File: src/rtl/wb_unified_mem_arbiter_pkg.sv
// Shared arbiter definitions: FSM state encodings, grant bit positions, full byte-select mask.
// Latency: n/a (types and constants only). Backpressure: n/a.
// Imported by wb_unified_mem_arbiter and its watchdog.
package wb_unified_mem_arbiter_pkg;

    typedef enum logic [1:0] {
        ARB_IDLE  = 2'd0,
        ARB_GNT_I = 2'd1,
        ARB_GNT_D = 2'd2
    } arb_state_t;

    localparam int         GNT_I_BIT  = 0;
    localparam int         GNT_D_BIT  = 1;
    localparam logic [3:0] WB_SEL_ALL = 4'hF;

    function automatic logic [1:0] grant_of(input arb_state_t s);
        logic [1:0] g;
        g = '0;
        case (s)
            ARB_GNT_I: g[GNT_I_BIT] = 1'b1;
            ARB_GNT_D: g[GNT_D_BIT] = 1'b1;
            default:   g = '0;
        endcase
        return g;
    endfunction

endpackage

File: src/rtl/wb_unified_mem_arbiter_watchdog.sv
// Per-transfer watchdog: counts granted cycles and expires on the TIMEOUT_CYCLES-th; 0 disables it.
// Latency: expire is combinational from the count. Backpressure: none, cleared while the arbiter idles.
// The counter saturates at its last value, so it never wraps into a false expiry.
module wb_unified_mem_arbiter_watchdog #(
    parameter int TIMEOUT_CYCLES = 255
) (
    input  logic clk,
    input  logic rst_n,
    input  logic i_clr,
    input  logic i_en,
    output logic o_expire
);

    localparam int            CW   = (TIMEOUT_CYCLES > 1) ? $clog2(TIMEOUT_CYCLES) : 1;
    localparam logic [CW-1:0] LAST = CW'((TIMEOUT_CYCLES > 0) ? (TIMEOUT_CYCLES - 1) : 0);

    logic [CW-1:0] r_cnt;

    always_ff @(posedge clk) begin
        if (!rst_n || i_clr) begin
            r_cnt <= '0;
        end else if (i_en && (r_cnt != LAST)) begin
            r_cnt <= r_cnt + CW'(1);
        end
    end

    assign o_expire = (TIMEOUT_CYCLES != 0) && i_en && (r_cnt == LAST);

endmodule

File: src/rtl/wb_unified_mem_arbiter.sv
// Shares one Wishbone slave between ibus and dbus, one transfer per grant; ARB_ROUND_ROBIN_EN selects round-robin.
// Latency: 1 arbitration cycle, then slave latency; responses are routed back with zero added latency.
// Backpressure: the loser keeps requesting and is re-arbitrated from IDLE; a watchdog errs out hung transfers.
module wb_unified_mem_arbiter
    import wb_unified_mem_arbiter_pkg::*;
#(
    parameter int ADDR_W         = 32,
    parameter int DATA_W         = 32,
    parameter int TIMEOUT_CYCLES = 255
) (
    input  logic              clk,
    input  logic              rst_n,
    input  logic [ADDR_W-1:0] i_adr_i,
    input  logic              i_cyc_i,
    input  logic              i_stb_i,
    output logic [DATA_W-1:0] i_dat_o,
    output logic              i_ack_o,
    output logic              i_err_o,
    input  logic [ADDR_W-1:0] d_adr_i,
    input  logic [DATA_W-1:0] d_dat_i,
    input  logic              d_we_i,
    input  logic [3:0]        d_sel_i,
    input  logic              d_cyc_i,
    input  logic              d_stb_i,
    output logic [DATA_W-1:0] d_dat_o,
    output logic              d_ack_o,
    output logic              d_err_o,
    output logic [ADDR_W-1:0] s_adr_o,
    output logic [DATA_W-1:0] s_dat_o,
    output logic              s_we_o,
    output logic [3:0]        s_sel_o,
    output logic              s_cyc_o,
    output logic              s_stb_o,
    input  logic [DATA_W-1:0] s_dat_i,
    input  logic              s_ack_i,
    input  logic              s_err_i,
    output logic [1:0]        grant_o
);

    arb_state_t r_state;
    logic [1:0] r_grant;
    logic w_i_req, w_d_req, w_pick_d, w_granted;
    logic w_own_cyc, w_own_stb, w_expire, w_timeout, w_done, w_ack, w_err;

    assign w_i_req   = i_cyc_i & i_stb_i;
    assign w_d_req   = d_cyc_i & d_stb_i;
    assign w_granted = (r_state != ARB_IDLE);

`ifdef ARB_ROUND_ROBIN_EN
    // r_last_d: 1 when dbus owned the most recent grant, whatever its outcome.
    logic r_last_d;
    assign w_pick_d = w_d_req & (~w_i_req | ~r_last_d);

    always_ff @(posedge clk) begin
        if (!rst_n) begin
            r_last_d <= 1'b0;
        end else if (w_granted && w_done) begin
            r_last_d <= (r_state == ARB_GNT_D);
        end
    end
`else
    assign w_pick_d = w_d_req;
`endif

    wb_unified_mem_arbiter_watchdog #(
        .TIMEOUT_CYCLES(TIMEOUT_CYCLES)
    ) u_wdog (
        .clk      (clk),
        .rst_n    (rst_n),
        .i_clr    (~w_granted),
        .i_en     (w_granted),
        .o_expire (w_expire)
    );

    always_comb begin
        s_adr_o   = '0;
        s_dat_o   = '0;
        s_we_o    = 1'b0;
        s_sel_o   = '0;
        w_own_cyc = 1'b0;
        w_own_stb = 1'b0;
        case (r_state)
            ARB_GNT_I: begin
                s_adr_o   = i_adr_i;
                s_sel_o   = WB_SEL_ALL;
                w_own_cyc = i_cyc_i;
                w_own_stb = i_stb_i;
            end
            ARB_GNT_D: begin
                s_adr_o   = d_adr_i;
                s_dat_o   = d_dat_i;
                s_we_o    = d_we_i;
                s_sel_o   = d_sel_i;
                w_own_cyc = d_cyc_i;
                w_own_stb = d_stb_i;
            end
            default: ;
        endcase
    end

    // A slave response in the expiry cycle wins over the watchdog.
    assign w_timeout = w_expire & ~s_ack_i & ~s_err_i;
    assign w_ack     = w_own_cyc & s_ack_i & ~s_err_i;
    assign w_err     = w_own_cyc & (s_err_i | w_timeout);
    assign w_done    = s_ack_i | s_err_i | w_expire | ~w_own_cyc;

    assign s_cyc_o = w_own_cyc & ~w_timeout;
    assign s_stb_o = w_own_stb & ~w_timeout;

    assign i_ack_o = (r_state == ARB_GNT_I) & w_ack;
    assign i_err_o = (r_state == ARB_GNT_I) & w_err;
    assign i_dat_o = (r_state == ARB_GNT_I) ? s_dat_i : '0;
    assign d_ack_o = (r_state == ARB_GNT_D) & w_ack;
    assign d_err_o = (r_state == ARB_GNT_D) & w_err;
    assign d_dat_o = (r_state == ARB_GNT_D) ? s_dat_i : '0;
    assign grant_o = r_grant;

    always_ff @(posedge clk) begin
        if (!rst_n) begin
            r_state <= ARB_IDLE;
            r_grant <= '0;
        end else begin
            case (r_state)
                ARB_IDLE: begin
                    if (w_pick_d) begin
                        r_state <= ARB_GNT_D;
                        r_grant <= grant_of(ARB_GNT_D);
                    end else if (w_i_req) begin
                        r_state <= ARB_GNT_I;
                        r_grant <= grant_of(ARB_GNT_I);
                    end
                end
                default: begin
                    if (w_done) begin
                        r_state <= ARB_IDLE;
                        r_grant <= '0;
                    end
                end
            endcase
        end
    end

endmodule
File: config.mk
export PLATFORM = sky130hd
export DESIGN_NAME = wb_unified_mem_arbiter
export DESIGN_NICKNAME = d
export VERILOG_FILES = /design/src/rtl/wb_unified_mem_arbiter_pkg.sv /design/src/rtl/wb_unified_mem_arbiter_watchdog.sv /design/src/rtl/wb_unified_mem_arbiter.sv
export SDC_FILE = /design/constraint.sdc
export NUM_CORES = 1
export LEC_CHECK = 0
export BUFFER_PORTS_ARGS = -buffer_cell sky130_fd_sc_hd__buf_2
export CORE_AREA = 3 3 109 111
export CTS_CLUSTER_DIAMETER = 60
export DETAILED_ROUTE_END_ITERATION = 6
export DIE_AREA = 0 0 112 114
export HOLD_SLACK_MARGIN = 0.12
export PLACE_DENSITY = 0.58
export SLEW_MARGIN = 10
export SYNTH_ARGS = -nofsm -noshare
export SYNTH_HDL_FRONTEND = slang
export SYNTH_SLANG_ARGS = --single-unit
export TNS_END_PERCENT = 30
File: constraint.sdc
create_clock -name clk -period 3.3 [get_ports clk]
set_input_delay 0.165 -clock clk [delete_from_list [all_inputs] [get_ports clk]]
set_output_delay 0.165 -clock clk [all_outputs]
set_load 0.005 [all_outputs]
---- Word level (Yosys, flattened, before mapping) ----
Cells that the tools add are included.
cells by class
  add/subtract/negate cells ............... 1
  multipliers ............................. 0
  div/mod/pow operators ................... 0
  order comparisons ....................... 0
  eq/ne operators ......................... 5
  shifts and indexed selects .............. 0
  muxes and demuxes ....................... 12
  bitwise logic cells ..................... 22
  reduce and logical (&&, ||, !) cells .... 8
operator list
  operator             number
  $mux 32              3
  $pmux 32 s2          1
  $and 1x1->1          13
  $add 8x1->8 const B  1
  $eq 8x8->1 const B   1
  $mux 2               4
  $ne 8x8->1 const B   1
  $pmux 4 s2           1
  $not 1->1            5
  $or 1x1->1           4
  $pmux 1 s2           2
  $reduce_bool 2->1    2
  $ne 3x3->1 const B   1
  $eq 2x1->1 const B   1
  $eq 2x2->1 const B   1
  $logic_and 1x1->1    2
  $logic_not 2->1      1
  $reduce_and 2->1     1
  $logic_not 1->1      1
  $logic_or 1x1->1     1
  $mux 1               1
word-level totals
  bits in registers ....................... 10
  latch bits .............................. 0
  memory bits (writable) .................. 0
  ROM bits ................................ 0
  input bits .............................. 141
  word-level logic and storage cells ...... 50
  memories kept ........................... 0

---- Depth between registers and ports, before layout ----
Gate-level depths: netlist (run 1).
  depth in word-level cells ............... 7
  gate-level depth with buffers ........... 7
  gate-level depth less buffers ........... 6

---- Modules after synthesis ----
From an unflattened synthesis (run 1), not the netlist that was laid out.
second synthesis, totals
  cells, all modules ...................... 275
  area total of the unflattened synthesis .. 1,896.8 um^2
by module, submodules not included
  module                           instances  cells an instance  area each (um^2)  seq. area each (um^2)
  wb_unified_mem_arbiter           1          226                1,463.9           40.0
  wb_unified_mem_arbiter_watchdog  1          49                 432.9             160.2

---- Worst setup path before layout (run 1) ----
Ideal clock, no wire load.
  path kind ............................... register to register
  from .................................... register, netlist name grant_o[0]
  to ...................................... register r_grant[0], in the netlist grant_o[0]
  data arrival time ....................... 1,466 ps
  data required time ...................... 3,184 ps
  setup slack ............................. 1,718 ps
  cell stages (with the launch flop) ...... 8
  clock period less this slack ............ 1,582 ps
  cell sequence ........................... dfxtp_1 -> inv_1 -> ha_1 -> buf_2 -> a22o_1 -> and4b_1 -> a22o_1 -> o211a_1
RTL lines
  element               line                           source
  to (signal assigned)  wb_unified_mem_arbiter.sv:127  r_grant <= grant_of(ARB_GNT_D);
  to (signal assigned)  wb_unified_mem_arbiter.sv:130  r_grant <= grant_of(ARB_GNT_I);
  to (decl)             wb_unified_mem_arbiter.sv:41   logic [1:0] r_grant;

==> results of run 1 <==
-- area by class of cell --
| class | count | area [sq um] |
|---|---|---|
| flip-flops and latches | 10 | 200 |
| multi-input cells | 232 | 1510 |
| diodes | 1 | 2.50 |
| repair buffers | 284 | 1430 |
| fillers | 1202 | 7500 |
| clock buffers | 4 | 55.1 |
| well taps | 140 | 175 |
| inverters | 3 | 11.3 |
-- critical path, cell delays in order, from the launching register on --
cell and delay, ns:
dfxtp_1 0.39, inv_1 0.09, ha_1 0.90, nand2_1 0.20
nor2_1 0.16, and3_1 0.16, buf_2 0.11
-- path summary, 6_finish.rpt --
kind,from,to,slack (ns),cells past startpoint
max,grant_o[0],i_ack_o,0.88,6
min,rst_n,grant_o[0],0.20,2
max reg2reg,grant_o[0],grant_o[0],1.17,5
min reg2reg,u_wdog.r_cnt[7],u_wdog.r_cnt[7],0.52,1
-- flip-flops by register name, summed over array words and instances (netlist names) --
signal and count:
grant_o 2, u_wdog.r_cnt 8
-- stage by stage --
stage / std cells / setup WS (ns)
2_1_floorplan: 270 / 1.72
3_3_place_gp: 669 / 1.27
3_5_place_dp: 669 / 1.11
4_1_cts: 673 / 0.855
5_1_grt: 674 / 0.580
6_report: 674 / 0.880
-- layer usage --
layer	global-route usage [%]	vias up	share of wire [%]
met1	17.8	1311	39
li1	-	1433	-
met5	0	-	0
met4	5.05	0	2.8
met2	24.5	145	50
met3	2.71	15	7.6
-- cell families (layout without fill, tap and decap cells) --
logic type / Yosys count / after routing
DFF: 10 / 10
xor gates and xnor gates: 4 / 4
adders and majority gates: 5 / 5
muxes: 1 / 1
other: 0 / 1
AOI/OAI and AO/OA: 54 / 54
buffers and inverters: 28 / 291
and+or+nand+nor: 168 / 168
-- synth_stat cells, types with 2 or more instances --
master     count  area [sq um]
ha_1           5          62.6
nand3_1        3          15.0
xor2_1         2          17.5
a211oi_1       2          15.0
and3_1         4          25.0
a22oi_1       33           248
nand2_1        8          30.0
o2111ai_1      2          17.5
inv_1          3          11.3
buf_2          2          10.0
and2_1        99           619
dfxtp_1       10           200
xnor2_1        2          17.5
nor2_1        11          41.3
clkbuf_1      22          82.6
a22o_1         3          26.3
nor3_1         2          10.0
nor2b_1       37           231
a21oi_1        8          40.0
-- power by group --
| part | leakage, nW | switching, mW | total (mW) | internal (mW) |
|---|---|---|---|---|
| logic | 1.88 | 0.147 | 0.313 | 0.166 |
| clock network | 0.0288 | 0.0568 | 0.162 | 0.106 |
| registers | 0.0809 | 0.00328 | 0.127 | 0.124 |
==> run metrics, run 1 <==
CTS resizes=0; drt drc=0; post-synthesis compound-gate area fraction=21.4%; sequential fraction of the synthesis area=11.0%; Ys Warns=0; main combinational cell family by area after synthesis=simple AND/OR/NAND/NOR gates; first-pass GRT wire length=14,900 um; Post-CTS Setup Bufs=0; initial antenna violation count=1; Tot Pwr=0.602 mW; worst setup path category=register to output port; PortBufs=281; Core ar.=0.0109 sq mm; die footprint=0.0128 sq mm; Cell Area, Synth=0.00182 sq mm; Worst EP arrival=about 2.3 ns; drt pass-1 iters=5; post-synthesis mux area share=0.549%; largest net degree at the start of global routing=58; io pins=282; final period utilization=73.3%; Synth Area in XOR/XNOR=1.92%; Post-synth EDFFs=0; Main synth FF type=dfxtp_1; #FFs+latches synth=10; area fraction in and, or, nand and nor cells after synthesis=a little under three fifths; clk_skew=approximately 0.0017 ns; Worst Tran Pin Value=0.927 ns; commonest non-fill, non-tap cell in the layout=buf_2; drt total wl=10,000 um; Final TNS setup=0 ns; Placed Area=roughly 0.0033 sq mm; Max Slew Vio Count=0; Die Y=114 um; H-tree Lvls=1; Total GRT Usage=approximately 14%; CP Launch Type=register; Max-Cap Viols=0; LEAKAGE=between 1.5 and 2 nW; Clock Root Buffer=clkbuf_8; Peak supply drop=142 uV; crit-path max FO=39; number of setup violations in the final report=0; vias in the first global route=2,865; outcome=completed; FFs w/ async S/R, synth=0%; hold slack=0.195 ns; via count=approximately 2,900; slew margin rel.=38.2%; Synthesized Nets=416; Area Overhead vs Synth=85.7%; CTS Hold Bufs=0; post-synthesis adder-cell area fraction=3.43%; synth unique cells=31; CTS tree=yes; share of layout cells above drive strength 1=54.6%; Tightest Hold Check Type=input port to register; most frequent cells in the layout=buf_2 (281), and2_1 (99), nor2b_1 (37); initial core utilization=16.7%; final instance area=0.00339 sq mm; Worst-path clk slew=0.05 ns; Final min period=2.42 ns; RD Place Congestion=0.874; Final Hold Vio Count=0; cells after synthesis=270; Avg Vias per Cell=4.31; drt first-iter violations=105; CTS Sinks=10; Final Util=31.1%; clk_lat worst skew=0.25 ns; grt total ovfl=0; DP HPWL=8490 um; Critical Path RT=3.13 ns; Crit. End Element=output port; Final Net Count=680; Syn Area/Cell=6.75 sq um; Rows=38; Inserted Clock Buffers=3; chip width=112 um; Fmax achieved=413 MHz; Wirelength per Cell=14.9 um; PwrDens=178 mW/mm^2; RSZ-0062 raised after global routing=false; Antenna Violating Nets Remaining=0; deepest clock path buffer count=2
Power figures use the tool's default switching activity.
==> run 2: changes to the inputs <==
- PLACE_DENSITY: 0.58 -> 0.6
- clock period: 3.3 -> 2.1 ns (I/O delays scaled with it)
==> run 2 against run 1 <==
Clock power increased by 49%. Routed wire length rose by 4.6%. Sequential cell count unchanged.
==> run metrics, run 2 (same netlist as run 1, synthesis figures left out) <==
via count=2,990 (+3.0%); initial antenna violation count=3 (+2); slew margin rel.=74.0% (+36 points); Wirelength per Cell=15.5 um (+4.3%); max reg flops=8 (unchanged); CP Launch Type=register; n_diodes=0 (-1); Antenna Violating Nets Remaining=0 (unchanged); CTS resizes=0 (unchanged); Post-CTS Setup Bufs=0 (unchanged); DP HPWL=9080 um (+7.0%); Critical Path RT=2.00 ns (-1.13 ns); vias in the first global route=2,866 (+0.035%); largest net degree at the start of global routing=58 (unchanged); Worst-path clk slew=0.05 ns (about the same); Die Y=114 um (unchanged); commonest non-fill, non-tap cell in the layout=buf_2; Final Net Count=683 (+0.44%); Max Slew Vio Count=0 (unchanged); drt total wl=10,500 um (+4.6%); most frequent cells in the layout=buf_2 (281), and2_1 (99), nor2b_1 (37); drt pass-1 iters=4 (-1); outcome=completed; PwrDens=275 mW/mm^2 (+55%); crit-path max FO=28 (-28%); Total GRT Usage=14.3% (+0.11 points); Final min period=1.90 ns; Final Hold Vio Count=0 (unchanged); Clock Root Buffer=clkbuf_8; number of setup violations in the final report=0 (unchanged); drt first-iter violations=129 (+23%); deepest clock path buffer count=2 (unchanged); Final TNS setup=0 ns (unchanged); pre-CTS setup slack=0.388 ns (-0.724 ns); Inserted Clock Buffers=3 (unchanged); final period utilization=90.7%; Peak supply drop=236 uV (+66%); drt drc=0 (unchanged); RSZ-0062 raised after global routing=false; Fmax achieved=approximately 530 MHz; Area Overhead vs Synth=87.7%; CTS tree=yes; Core ar.=0.0109 sq mm (unchanged); die footprint=0.0128 sq mm (unchanged); initial core utilization=16.7% (unchanged); Tot Pwr=0.942 mW (+56%); Largest Register=u_wdog.r_cnt; chip width=112 um (unchanged); first-pass GRT wire length=15,000 um (+0.23%); CTS Sinks=10 (unchanged); CTS Hold Bufs=0 (unchanged); clk_lat worst skew=0.24 ns (about the same); worst setup path category=register to output port; H-tree Lvls=1 (unchanged); io pins=282 (unchanged); Reg2Reg Setup Slack=0.41 ns (-0.76 ns); Fill cells=1,209 (+0.58%); Tightest Hold Check Type=input port to register; final non-filler cell total=676 (+0.30%); Final Util=31.4% (+0.33 points); RD Place Congestion=0.912 (+4.3%); LEAKAGE=2.01 nW (+0.99%); Avg Vias per Cell=4.42 (+2.7%); Worst Tran Pin Value=0.390 ns (-0.537 ns); final worst slack=0.196 ns (-0.684 ns); Crit. End Element=output port; clk_skew=0.00672 ns (+0.00503 ns); Post-Place Cells=672 (+0.45%); Worst EP arrival=1.80 ns (-0.45 ns); Max-Cap Viols=0 (unchanged); PortBufs=281 (unchanged); share of layout cells above drive strength 1=54.9% (+0.25 points); grt total ovfl=0 (unchanged); Rows=38 (unchanged)
## run 2: changes by cell type in the layout (fill, tap and decap cells not counted)
cell,before,now
buf_6,0,1
diode_2,1,0
buf_4,3,4
buf_12,0,1
## run 2: power breakdown
group | internal (mW) | total, mW | switching [mW]
registers | 0.195 | 0.200 | 0.00520
clock network | 0.165 | 0.241 | 0.0764
logic | 0.270 | 0.501 | 0.231
## run 2: worst max-delay path, stage by stage, from the launching register on
cell,delay [ns]
dfxtp_1,0.34
inv_1,0.11
ha_2,0.34
buf_4,0.34
a22oi_1,0.18
nor2b_1,0.12
buf_2,0.11
## run 2: final timing paths
check        cells after the start               to             from
min reg2reg                      1  u_wdog.r_cnt[7]  u_wdog.r_cnt[7]
max                              6      s_adr_o[24]       grant_o[0]
min                              2       grant_o[0]            rst_n
max reg2reg                      6       grant_o[0]       grant_o[0]
## run 2: metrics by stage
step,instance area (sq um),hold slack (ns)
final,3420,0.144
after global routing,3420,0.151
after CTS,3420,0.145
after detailed placement,3360,0.390
after global placement,3360,0.384
after floorplan,1820,0.238
## run 2: final cells by class
cell class	count	area, sq um	share of cell area, %
clock buffer	4	55.1	1.61
inverter	3	11.3	0.329
multi-input combinational	232	1510	44.2
sequential	10	200	5.85
tap	140	175	5.12
timing repair buffer	287	1470	42.9
## run 2: metal layers
metal	up-vias	global-route usage [%]	part of all wire (%)
li1	1439	-	-
met1	1370	17.7	39
met2	167	26.2	51
met3	12	3.24	9.0
met4	2	1.92	0.85
met5	-	0	0.19
==> run 3: changes to the inputs <==
==> constraint.sdc (replaced) <==
create_clock -name clk -period 2.1 [get_ports clk]
set_input_delay 0.42 -clock clk [delete_from_list [all_inputs] [get_ports clk]]
set_output_delay 0.42 -clock clk [all_outputs]
set_load 0.005 [all_outputs]
==> run 3 against run 2 <==
Worst setup slack lost 0.081 ns. Critical path depth grew 1. Core utilization rose by 1.4 points. Power rose by 6.1%. Global-route usage is 0.61 points higher. Via count is essentially flat. Highest routed layer is now met4.
==> run metrics, run 3 (same netlist as run 1, synthesis figures left out) <==
most frequent cells in the layout=buf_2 (281), and2_1 (99), nor2b_1 (37); GR Util met3=2.39% (-0.85 points); Hold Crit Depth=2 (unchanged); CP max-delay cell=dfxtp_2; Rows=38 (unchanged); Wirelength per Cell=16.1 um (+3.8%); Worst-path clk slew=0.05 ns (about the same); die footprint=0.0128 sq mm (unchanged); Crit. End Element=output port; DP HPWL=9060 um (-0.21%); slew margin rel.=79.9% (+5.9 points); drt total wl=10,900 um (+4.3%); chip width=112 um (unchanged); first-pass GRT wire length=15,600 um (+4.0%); PwrDens=280 mW/mm^2 (+1.7%); max reg flops=8 (unchanged); Net Sw Frac=33.4% (+0.15 points); Worst Tran Pin Value=0.302 ns (-0.0880 ns); commonest non-fill, non-tap cell in the layout=buf_2; clk_lat worst skew=0.24 ns (about the same); H-tree Lvls=1 (unchanged); Max-Cap Viols=0 (unchanged); Max Slew Vio Count=0 (unchanged); Core ar.=0.0109 sq mm (unchanged); Final TNS setup=0 ns (unchanged); Total GRT Usage=15.0% (+0.61 points); n_diodes=0 (unchanged); clock share of power=24.8% (-0.8 points); worst setup path category=register to output port; Fmax achieved=504 MHz (-4.1%); GR Util met2=27.6% (+1.4 points); vias in the first global route=2,860 (-0.21%); Fill cells=1,199 (-0.83%); Inserted Clock Buffers=3 (unchanged); combinational group share of total power=55.1% (+1.9 points); PortBufs=281 (unchanged); Final Hold Vio Count=0 (unchanged); Tot Pwr=0.999 mW (+6.1%); grt total ovfl=0 (unchanged); Avg Vias per Cell=4.40 (-0.51%); Antenna Violating Nets Remaining=0 (unchanged); Die Y=114 um (unchanged); Final Net Count=686 (+0.44%); LEAKAGE=2.05 nW (+2.3%); initial antenna violation count=1 (-2); Largest Register=u_wdog.r_cnt; Final min period=1.98 ns (+0.0807 ns); number of setup violations in the final report=0 (unchanged); CP Launch Type=register; io pins=282 (unchanged); Clock Root Buffer=clkbuf_8; cells along the critical path=inv_1, ha_2, and3_1, a31oi_1, nor2_1, and2_1, buf_2; Psw=0.333 mW (+6.5%); met1 Use GR=18.8% (+1.1 points); drt first-iter violations=148 (+15%); Tightest Hold Check Type=input port to register; CP max stage delay=0.36 ns (+0.02 ns); drt drc=0 (unchanged); CTS tree=yes; via count=2,988 (-0.067%); clk_skew=0.00747 ns (+0.000756 ns); cell-internal power=0.666 mW (+5.8%); Critical Path RT=1.68 ns (-0.32 ns); sequential power share=20.1% (-1.1 points); RSZ-0062 raised after global routing=false; crit-path max FO=5 (-82%); initial core utilization=16.7% (unchanged); RD Place Congestion=0.930 (+2.0%); Area Overhead vs Synth=95.8%; Top Usage Layer GRT=met2; share of layout cells above drive strength 1=56.8% (+1.9 points); final period utilization=94.5% (+3.8 points); CTS Sinks=10 (unchanged); outcome=completed; drt pass-1 iters=4 (unchanged); Worst EP arrival=1.56 ns (-0.24 ns); Reg2Reg Depth=6 (unchanged); Peak supply drop=180 uV (-24%); largest net degree at the start of global routing=58 (unchanged); deepest clock path buffer count=2 (unchanged)
-- run 3: changes by cell type in the layout (fill, tap and decap cells not counted), sizes merged --
| cell | previous run | this run |
|---|---|---|
| buf | 287 | 288 |
| clkbuf | 4 | 5 |
| bufbuf | 0 | 1 |
-- run 3: power by group through the flow --
stage	logic, mW	clock network (mW)	registers, mW
2_1_floorplan	0.227	0	0.202
3_3_place_gp	0.504	0	0.202
3_5_place_dp	0.510	0	0.203
4_1_cts	0.527	0.252	0.200
5_1_grt	0.605	0.266	0.201
6_report	0.551	0.248	0.201
-- run 3: path summary, 6_finish.rpt --
path | startpoint | slack [ns] | end
worst min register to register | u_wdog.r_cnt[7] | 0.52 | u_wdog.r_cnt[7]
worst max register to register | grant_o[1] | 0.51 | grant_o[0]
worst min-delay path | rst_n | 0.44 | grant_o[0]
worst max-delay path | u_wdog.r_cnt[0] | 0.12 | i_err_o
-- run 3: cell type report --
cell class	count	area (sq um)	area share, %
clock buffers	4	55.1	1.54
inverters	3	11.3	0.315
multi-input cells	232	1550	43.5
flip-flops and latches	10	209	5.85
well taps	140	175	4.91
repair buffers	290	1570	43.9
-- run 3: stage by stage --
stage	utilization [%]	cells	hold WS [ns]	setup WS [ns]	area, sq um
floorplan	-	270	0.468	0.362	1820
global placement	31.1	671	0.495	0.227	3380
detailed placement	31.1	671	0.501	0.170	3380
CTS	32.0	676	0.443	0.0183	3480
global route	32.8	679	0.449	0.0138	3570
finish	32.8	679	0.436	0.115	3570
-- run 3: routing by layer --
metal	routed length, um	vias up	share of wire, %
met2	5570	156	51
met5	0	-	0
met4	64	0	0.59
li1	-	1445	-
met3	888	7	8.1
met1	4390	1380	40
-- run 3: critical path: cells and delay by family, from the launching register on --
kind | cells | cell delay (ns)
AO/OA/AOI/OAI | 1 | 0.16
AND/OR/NAND/NOR | 3 | 0.41
buffers and inverters | 2 | 0.19
flip-flops | 1 | 0.36
adder cells (fa/ha/maj) | 1 | 0.20
-- run 3: what timing repair did --
action | 4_1_cts | 5_1_grt
buffers inserted | 0 | 2
setup endpoints to repair | 10 | 42
pin swaps | 0 | 1
gates resized for setup | 3 | 14
hold buffers | 0 | 0
gates cloned | 1 | 1
